[src/rtl/riscv_pipeline_pkg.sv]
// Shared RV32 pipeline definitions: reset/bubble constants and the IF/ID bundle.
package riscv_pipeline_pkg;

  localparam int XLEN = 32;
  localparam int INSTR_BYTES = 4;

  localparam logic [XLEN-1:0] RESET_PC  = 32'h0040_0000;
  localparam logic [XLEN-1:0] NOP_INSTR = 32'h0000_0013;

  typedef struct packed {
    logic [XLEN-1:0] pc;
    logic [XLEN-1:0] pc_plus4;
    logic [XLEN-1:0] instruction;
    logic            valid;
  } if_id_t;

endpackage

[src/rtl/instruction_fetch_stage_if.sv]
// Control, ROM and IF/ID bundle between the fetch stage and its neighbours.
interface instruction_fetch_stage_if #(
  parameter int DATA_WIDTH = 32
);

  logic                  stall_i;
  logic                  redirect_i;
  logic [DATA_WIDTH-1:0] redirect_target_i;
  logic [DATA_WIDTH-1:0] instruction_i;
  logic [DATA_WIDTH-1:0] fetch_address_o;
  logic [DATA_WIDTH-1:0] if_id_pc_o;
  logic [DATA_WIDTH-1:0] if_id_pc_plus4_o;
  logic [DATA_WIDTH-1:0] if_id_instruction_o;
  logic                  if_id_valid_o;
  logic                  misaligned_o;
  logic [DATA_WIDTH-1:0] fetch_count_o;

  modport master (
    input  stall_i, redirect_i, redirect_target_i, instruction_i,
    output fetch_address_o, if_id_pc_o, if_id_pc_plus4_o, if_id_instruction_o,
           if_id_valid_o, misaligned_o, fetch_count_o
  );

  modport slave (
    output stall_i, redirect_i, redirect_target_i, instruction_i,
    input  fetch_address_o, if_id_pc_o, if_id_pc_plus4_o, if_id_instruction_o,
           if_id_valid_o, misaligned_o, fetch_count_o
  );

endinterface

[src/rtl/pc_register.sv]
// Program counter: synchronous reset to the text base, loads next_pc when enabled.
module pc_register #(
  parameter int                    DATA_WIDTH = 32,
  parameter logic [DATA_WIDTH-1:0] RESET_PC   = 32'h0040_0000
) (
  input  logic                  clk,
  input  logic                  reset,
  input  logic                  load_en,
  input  logic [DATA_WIDTH-1:0] next_pc,
  output logic [DATA_WIDTH-1:0] pc
);

  always_ff @(posedge clk) begin
    if (reset) begin
      pc <= RESET_PC;
    end else if (load_en) begin
      pc <= next_pc;
    end
  end

endmodule

[src/rtl/instruction_fetch_stage.sv]
// IF stage: next-PC selection, ROM addressing and the IF/ID pipeline register.
module instruction_fetch_stage #(
  parameter int                    DATA_WIDTH = riscv_pipeline_pkg::XLEN,
  parameter logic [DATA_WIDTH-1:0] RESET_PC   = riscv_pipeline_pkg::RESET_PC,
  parameter logic [DATA_WIDTH-1:0] NOP_INSTR  = riscv_pipeline_pkg::NOP_INSTR
) (
  input  logic                      clk,
  input  logic                      reset,
  instruction_fetch_stage_if.master bus
);

  import riscv_pipeline_pkg::*;

  logic [DATA_WIDTH-1:0] pc;
  logic [DATA_WIDTH-1:0] pc_plus4;
  logic [DATA_WIDTH-1:0] next_pc;
  logic                  pc_load;
  if_id_t                if_id_q;
  logic                  misaligned_q;
  logic [DATA_WIDTH-1:0] fetch_count_q;

  // A redirect overrides a stall, so the PC loads whenever either redirect or no stall.
  always_comb begin
    pc_plus4 = pc + DATA_WIDTH'(INSTR_BYTES);
    pc_load  = bus.redirect_i | ~bus.stall_i;
    next_pc  = pc_plus4;
    if (bus.redirect_i) begin
      next_pc = {bus.redirect_target_i[DATA_WIDTH-1:2], 2'b00};
    end
  end

  pc_register #(
    .DATA_WIDTH (DATA_WIDTH),
    .RESET_PC   (RESET_PC)
  ) u_pc_register (
    .clk     (clk),
    .reset   (reset),
    .load_en (pc_load),
    .next_pc (next_pc),
    .pc      (pc)
  );

  always_ff @(posedge clk) begin
    if (reset) begin
      if_id_q       <= '{pc: '0, pc_plus4: '0, instruction: NOP_INSTR, valid: 1'b0};
      misaligned_q  <= 1'b0;
      fetch_count_q <= '0;
    end else if (bus.redirect_i) begin
      if_id_q       <= '{pc: '0, pc_plus4: '0, instruction: NOP_INSTR, valid: 1'b0};
      misaligned_q  <= |bus.redirect_target_i[1:0];
    end else begin
      misaligned_q <= 1'b0;
      if (!bus.stall_i) begin
        if_id_q <= '{pc: pc, pc_plus4: pc_plus4, instruction: bus.instruction_i, valid: 1'b1};
        // The counter sticks at all-ones rather than wrapping.
        if (fetch_count_q != '1) begin
          fetch_count_q <= fetch_count_q + 1'b1;
        end
      end
    end
  end

  assign bus.fetch_address_o     = pc;
  assign bus.if_id_pc_o          = if_id_q.pc;
  assign bus.if_id_pc_plus4_o    = if_id_q.pc_plus4;
  assign bus.if_id_instruction_o = if_id_q.instruction;
  assign bus.if_id_valid_o       = if_id_q.valid;
  assign bus.misaligned_o        = misaligned_q;
  assign bus.fetch_count_o       = fetch_count_q;

endmodule
[src/flat_wrapper.sv]
// flat-port wrapper written by rule: the top's interface ports become plain ports
module instruction_fetch_stage_flat import riscv_pipeline_pkg::*;
#(
  parameter int                    DATA_WIDTH = riscv_pipeline_pkg::XLEN,
  parameter logic [DATA_WIDTH-1:0] RESET_PC   = riscv_pipeline_pkg::RESET_PC,
  parameter logic [DATA_WIDTH-1:0] NOP_INSTR  = riscv_pipeline_pkg::NOP_INSTR
)
  (clk, reset, bus_stall_i, bus_redirect_i, bus_redirect_target_i, bus_instruction_i, bus_fetch_address_o, bus_if_id_pc_o, bus_if_id_pc_plus4_o, bus_if_id_instruction_o, bus_if_id_valid_o, bus_misaligned_o, bus_fetch_count_o);
  instruction_fetch_stage_if #(.DATA_WIDTH(DATA_WIDTH)) bus_i ();
  input  logic clk;
  input  logic reset;
  input wire logic [$bits(bus_i.stall_i)-1:0] bus_stall_i;
  input wire logic [$bits(bus_i.redirect_i)-1:0] bus_redirect_i;
  input wire logic [$bits(bus_i.redirect_target_i)-1:0] bus_redirect_target_i;
  input wire logic [$bits(bus_i.instruction_i)-1:0] bus_instruction_i;
  output wire logic [$bits(bus_i.fetch_address_o)-1:0] bus_fetch_address_o;
  output wire logic [$bits(bus_i.if_id_pc_o)-1:0] bus_if_id_pc_o;
  output wire logic [$bits(bus_i.if_id_pc_plus4_o)-1:0] bus_if_id_pc_plus4_o;
  output wire logic [$bits(bus_i.if_id_instruction_o)-1:0] bus_if_id_instruction_o;
  output wire logic [$bits(bus_i.if_id_valid_o)-1:0] bus_if_id_valid_o;
  output wire logic [$bits(bus_i.misaligned_o)-1:0] bus_misaligned_o;
  output wire logic [$bits(bus_i.fetch_count_o)-1:0] bus_fetch_count_o;
  assign bus_i.stall_i = bus_stall_i;
  assign bus_i.redirect_i = bus_redirect_i;
  assign bus_i.redirect_target_i = bus_redirect_target_i;
  assign bus_i.instruction_i = bus_instruction_i;
  assign bus_fetch_address_o = bus_i.fetch_address_o;
  assign bus_if_id_pc_o = bus_i.if_id_pc_o;
  assign bus_if_id_pc_plus4_o = bus_i.if_id_pc_plus4_o;
  assign bus_if_id_instruction_o = bus_i.if_id_instruction_o;
  assign bus_if_id_valid_o = bus_i.if_id_valid_o;
  assign bus_misaligned_o = bus_i.misaligned_o;
  assign bus_fetch_count_o = bus_i.fetch_count_o;
  instruction_fetch_stage #(.DATA_WIDTH(DATA_WIDTH), .RESET_PC(RESET_PC), .NOP_INSTR(NOP_INSTR)) u_core (.clk(clk), .reset(reset), .bus(bus_i));
endmodule
[config.mk]
export PLATFORM = sky130hd
export DESIGN_NAME = instruction_fetch_stage_flat
export DESIGN_NICKNAME = d
export VERILOG_FILES = /design/src/rtl/riscv_pipeline_pkg.sv /design/src/rtl/instruction_fetch_stage_if.sv /design/src/rtl/pc_register.sv /design/src/rtl/instruction_fetch_stage.sv /design/src/flat_wrapper.sv
export SDC_FILE = /design/constraint.sdc
export NUM_CORES = 1
export LEC_CHECK = 0
export ABC_AREA = 1
export BUFFER_PORTS_ARGS = -buffer_cell sky130_fd_sc_hd__clkbuf_2
export CAP_MARGIN = 15
export CELL_PAD_IN_SITES_DETAIL_PLACEMENT = 1
export CELL_PAD_IN_SITES_GLOBAL_PLACEMENT = 2
export CORE_ASPECT_RATIO = 2
export CORE_MARGIN = 4
export CORE_UTILIZATION = 25
export DETAILED_ROUTE_END_ITERATION = 6
export PLACE_DENSITY = 0.86
export SLEW_MARGIN = 25
export SYNTH_ARGS = -nofsm -noshare
export SYNTH_HDL_FRONTEND = slang
export SYNTH_HIERARCHICAL = 1
export SYNTH_SLANG_ARGS = --single-unit
[constraint.sdc]
create_clock -name clk -period 1.84 [get_ports clk]
set_input_delay 0.092 -clock clk [delete_from_list [all_inputs] [get_ports clk]]
set_output_delay 0.092 -clock clk [all_outputs]
set_load 0.05 [all_outputs]
After elaboration in Yosys (flattened, before gate mapping) --
Index checks and enable logic that the tools add are counted.
Word-level totals: flip-flop bits (word level) 162, input port bits 68, logic and storage cells 18
Operators by class: add/sub/neg operators 2, eq/ne operators 1, muxes and demuxes 1, bitwise gates (word level) 3, reductions and logical operators 4
Operators by type and width (number):
- 32-bit by 1-bit adder with 32-bit output (second input constant) | 1
- 32-bit by 3-bit adder with 32-bit output (second input constant) | 1
- 32-bit 2-to-1 mux | 1
- 32-bit inequality test (second input constant) | 1
- 2-bit OR reduction | 3
- 3-bit AND reduction | 1
- 1-bit inverter | 2
- 1-bit bitwise OR | 1

Longest topological paths before layout --
depth in word-level cells 2, gate-level depth with buffers 16, mapped depth without buffers 16

By module --
Netlist, hierarchy kept.
By module, submodules not included:
- instruction_fetch_stage | instances 1, cells an instance 1024, area an instance 6626.4 um2
- pc_register | instances 1, cells an instance 202, area an instance 1336.3 um2

Least setup slack after synthesis --
No wires, ideal clock.
path type register to register, from register u_core.u_pc_register.pc[2], to register u_core.u_pc_register.pc[30], setup time 0.116 ns, arrival 1.982 ns, data required time 1.724 ns, path slack -0.258 ns, stages on the path, launching flop included 17, buffers on the path 0, cells stage by stage dfxtp_1 > ha_1 > nand2_1 > nor2_2 > nand2_1 > inv_1 > nand2_1 > inv_1 > nand2_1 > nand2_1 > nand2_1 > nand2_1 > nand2_1 > inv_1 > nand2_1 > nand2_1 > nor2_1
On the way: cells in the longest elaborated chain, start to end 2
RTL lines:
- start, declared | RTL line pc_register.sv:10 | output logic [DATA_WIDTH-1:0] pc
- start signal, assigned | RTL line pc_register.sv:17 | pc <= next_pc;
- 32-bit by 3-bit adder with 32-bit output | RTL line instruction_fetch_stage.sv:24 | pc_plus4 = pc + DATA_WIDTH'(INSTR_BYTES);
- 32-bit 2-to-1 mux | RTL line instruction_fetch_stage.sv:27 | if (bus.redirect_i) begin
- named net u_core.next_pc[30] | RTL line instruction_fetch_stage.sv:16 | logic [DATA_WIDTH-1:0] next_pc;
The timed path passes the listed nets, and every way through them passes these cells. A chain may end at the register's enable or synchronous reset.

Worst setup path in the final report --
from register u_core.u_pc_register.pc[2], to register u_core.u_pc_register.pc[24]
The elaborated chain is that of the path after synthesis.

==> flow_summary.json <==
{
  "die_area_um2": 34900,
  "avgSynthCellArea_um2": 6.49,
  "min_clock_period_post_route_ns": 1.76,
  "timing.critical_path.cells": "ha_2 > nand2_1 > nor2_4 > nand2_4 > nor2_4 > buf_12 > nand3_1 > a31oi_1 > inv_1 > nand2_1 > nand2_1 > nor2_1",
  "drv_cap": 0,
  "cts_max_level": 4,
  "pwr_density_cell_nw_per_um2": 803,
  "post_synth_main_area_contributors": "sky130_fd_sc_hd__dfxtp_1 (40%), sky130_fd_sc_hd__nand2_1 (19%), sky130_fd_sc_hd__nor2_1 (11%)",
  "final_count_of_negative_setup_slack_endpoints": 0,
  "clkLatencyLatePin_ns": 0.44,
  "start_kind": "flip-flop",
  "remaining_drc_errors": 0,
  "vias_per_cell": 4.51,
  "ios": 230,
  "cts_buffer_count": 17,
  "floorplan.initialDensity_pct": 25.2,
  "crit_path_max_incr_delay_ns": 0.35,
  "dp_slack_ns": -0.0479,
  "number_of_synthesized_flops_with_an_enable_pin": 0,
  "core_area_um2": 31500,
  "synth-async-reset-ratio_pct": 0,
  "layout-drive-gt1-share_pct": 27.8,
  "achievable-frequency_mhz": 568,
  "y_dimension_of_the_die_um": 260,
  "netlist.top_cell.by_area": "sky130_fd_sc_hd__dfxtp_1",
  "hold_viol": 0,
  "final_critical_path_setup_slack_ns": 0.0784,
  "max_slew_vio_count": 0,
  "worst_hold_path_type": "input port to flip-flop",
  "run_status": "completed",
  "port-buffer-count": 229,
  "clock_tree_from_tritoncts": "done",
  "first_global_vias": 9402,
  "utilization_pct": 35.2,
  "met2_wirelength_um": 18500,
  "ir_worst_vdd_v": 0.000652,
  "critical_path.max_fanout": 7,
  "synthesis.yosys.warnings": 6,
  "setup.worst_path.class": "flip-flop to flip-flop",
  "gp_routability_congestion": 0.895,
  "synth_top_flop_cell": "sky130_fd_sc_hd__dfxtp_1",
  "largest_net_degree_at_the_start_of_global_routing": 75,
  "placement_rows": 92,
  "slew_headroom_pct": 56.9,
  "detail_route.first_pass.iterations": 5,
  "final_common_cell": "sky130_fd_sc_hd__nand2_1",
  "synthDistinctLibCells": 32,
  "cpMaxStageDelayCell": "sky130_fd_sc_hd__dfxtp_4",
  "worst_slew_pin_slew_ns": 0.646,
  "layout.nets": 1605,
  "hold_end": "u_core/u_pc_register/pc[30]$_SDFFE_PP0P_",
  "ys_ff_latch": 160,
  "reg2regPathDepth": 12,
  "track_usage_pct": 18.6,
  "reg2reg_from": "u_core/u_pc_register/pc[2]$_SDFFE_PP0P_",
  "layout.cells.most_common_list": "sky130_fd_sc_hd__nand2_1 (395), sky130_fd_sc_hd__clkbuf_2 (229), sky130_fd_sc_hd__nor2_1 (221), sky130_fd_sc_hd__dfxtp_1 (145), sky130_fd_sc_hd__inv_1 (114)",
  "rsz_0062_raised_after_global_routing": "yes",
  "worst-endpoint-arrival_ns": 2.13,
  "wl_per_cell_um": 16.7,
  "yosysTopAreaCellShare_pct": 40.2,
  "clk_transition_reported_paths_ns": 0.07,
  "crit_top_cell": "sky130_fd_sc_hd__nand2_1",
  "dr.first_iter.drc_count": 249,
  "mappedNetlistNets": 1296,
  "crit_required_ns": 2.21,
  "synthesis.instances": 1226,
  "routedLengthMet1_um": 11200,
  "maxUsedRoutingLayer": "met5",
  "cts_sinks": 160,
  "die_w_um": 134,
  "ctsLongestPathBuffers": 2,
  "grt_pass1_wl_um": 50400,
  "worstSetupEndpointType": "flip-flop",
  "final_antenna_violating_net_count": 0,
  "cts.root.buffer_cell": "sky130_fd_sc_hd__clkbuf_16",
  "hpwlAfterDp_um": 25500,
  "static-leakage-power_nw": 5.33,
  "timing.reg2reg.setup_slack_ns": 0.08,
  "crit-reg2reg-capture": "u_core/u_pc_register/pc[24]$_SDFFE_PP0P_",
  "initial_antenna_violation_count": 5,
  "synthToLayoutAreaGrowth_pct": 39.4,
  "grt-ovfl-total": 0,
  "totalWireLength_um": 33000,
  "mappedNetlistArea_um2": 7960,
  "worstHoldStart": "bus_redirect_target_i[30]",
  "synth_sequential_area_ratio_pct": 40.2,
  "finalClockSkew_ns": 0.0126,
  "finalCritPeriodShare_pct": 95.7,
  "holdPathStages": 7,
  "routed-via-count": 8899,
  "met3RoutedLength_um": 1300
}
==> area by class of cell <==
class	count	area [um^2]
Clock inverter	14	155
Clock buffer	18	429
Tap cell	423	529
Multi-Input combinational cell	892	4110
Antenna cell	3	7.51
Inverter	118	445
Timing Repair Buffer	346	2200
Fill cell	4134	20400
Sequential cell	160	3220
==> where the power goes <==
part	internal (mW)	total [mW]	switching [mW]	leakage, nW
Sequential	3.60	3.71	0.109	1.31
Combinational	0.476	1.63	1.15	3.74
Clock	1.91	3.57	1.66	0.279
Total	5.99	8.91	2.92	5.33
==> worst max-delay path: cells and delay by family, from the launching register on <==
kind | cells | cell delay [ns]
flops | 1 | 0.35
simple gates | 8 | 0.79
buf+inv | 2 | 0.20
fa+ha+maj | 1 | 0.17
compound gates | 1 | 0.19
==> routing by layer <==
layer  GRT usage, %  vias up
met5              0        -
met4           11.7        4
met3           3.84       88
met2           36.7      213
met1           16.8     4190
li1               -     4404
==> through the flow <==
step	hold WS [ns]	instance area, um^2	std cells	total power [mW]	TNS [ns]
CTS	0.0108	11000	1969	9.05	0
global route	0.0705	11100	1974	9.33	-0.0412
global placement	0.301	10000	1901	5.33	0
floorplan	0.205	7980	1226	4.80	-0.00887
detailed placement	0.306	10000	1901	5.35	-0.0939
finish	0.0367	11100	1974	8.91	0
==> kinds of logic (layout without fill, tap and decap cells) <==
family,Yosys count,after routing,synth area share [%]
AND/OR/NAND/NOR,725,725,37.6
buffers and inverters,174,496,9.48
flip-flops,160,160,40.2
AO/OA/AOI/OAI,142,142,9.88
XOR/XNOR,23,23,2.53
adder cells (fa/ha/maj),2,2,0.314
other,0,3,0
==> registers in the layout, summed over array words and instances (netlist names) <==
name and count:
u_core/bus.fetch_count_o 32, u_core/bus.if_id_instruction_o 32, u_core/bus.if_id_pc_o 32, u_core/u_pc_register/pc 32
u_core/bus.if_id_pc_plus4_o 30, u_core/bus.if_id_valid_o 1, u_core/bus.misaligned_o 1
==> worst max-delay path by stage <==
stage                                             start                                  endpoint  slack, ns  cells after the start
4_1_cts         u_core/u_pc_register/pc[2]$_SDFFE_PP0P_  u_core/u_pc_register/pc[21]$_SDFFE_PP0P_       0.02                     12
5_1_grt        u_core/u_pc_register/pc[13]$_SDFFE_PP0P_  u_core/u_pc_register/pc[21]$_SDFFE_PP0P_      -0.01                     11
2_1_floorplan   u_core/u_pc_register/pc[3]$_SDFFE_PP0P_  u_core/u_pc_register/pc[30]$_SDFFE_PP0P_     -0.009                     16
3_3_place_gp    u_core/u_pc_register/pc[2]$_SDFFE_PP0P_  u_core/u_pc_register/pc[12]$_SDFFE_PP0P_       0.08                     12
3_5_place_dp    u_core/u_pc_register/pc[2]$_SDFFE_PP0P_  u_core/u_pc_register/pc[24]$_SDFFE_PP0P_      -0.05                     11
6_report        u_core/u_pc_register/pc[2]$_SDFFE_PP0P_  u_core/u_pc_register/pc[24]$_SDFFE_PP0P_       0.08                     12
==> synthesized netlist by cell type, types with 4 or more instances <==
library cell	number
sky130_fd_sc_hd__nand2_1	400
sky130_fd_sc_hd__nor2_1	233
sky130_fd_sc_hd__dfxtp_1	160
sky130_fd_sc_hd__inv_1	115
sky130_fd_sc_hd__a21oi_1	76
sky130_fd_sc_hd__nand3_1	44
sky130_fd_sc_hd__o21ai_0	35
sky130_fd_sc_hd__clkbuf_1	31
sky130_fd_sc_hd__xor2_1	14
sky130_fd_sc_hd__a21oi_2	13
sky130_fd_sc_hd__a31oi_1	12
sky130_fd_sc_hd__buf_6	11
sky130_fd_sc_hd__nor2_2	11
sky130_fd_sc_hd__buf_2	9
sky130_fd_sc_hd__nand3_2	9
sky130_fd_sc_hd__xnor2_1	9
sky130_fd_sc_hd__nand3b_1	6
sky130_fd_sc_hd__nand4_1	6
sky130_fd_sc_hd__nand2_2	5
sky130_fd_sc_hd__nor2_4	4
==> what timing repair did <==
item | CTS | global route
endpoints found under the setup margin | 4 | 25
setup buffers | 1 | 2
hold endpoints to repair | 36 | 0
gates resized for setup | 1 | 33
pin swaps | 1 | 6
hold buffers | 35 | 0
(Power assumes the default switching activity.)
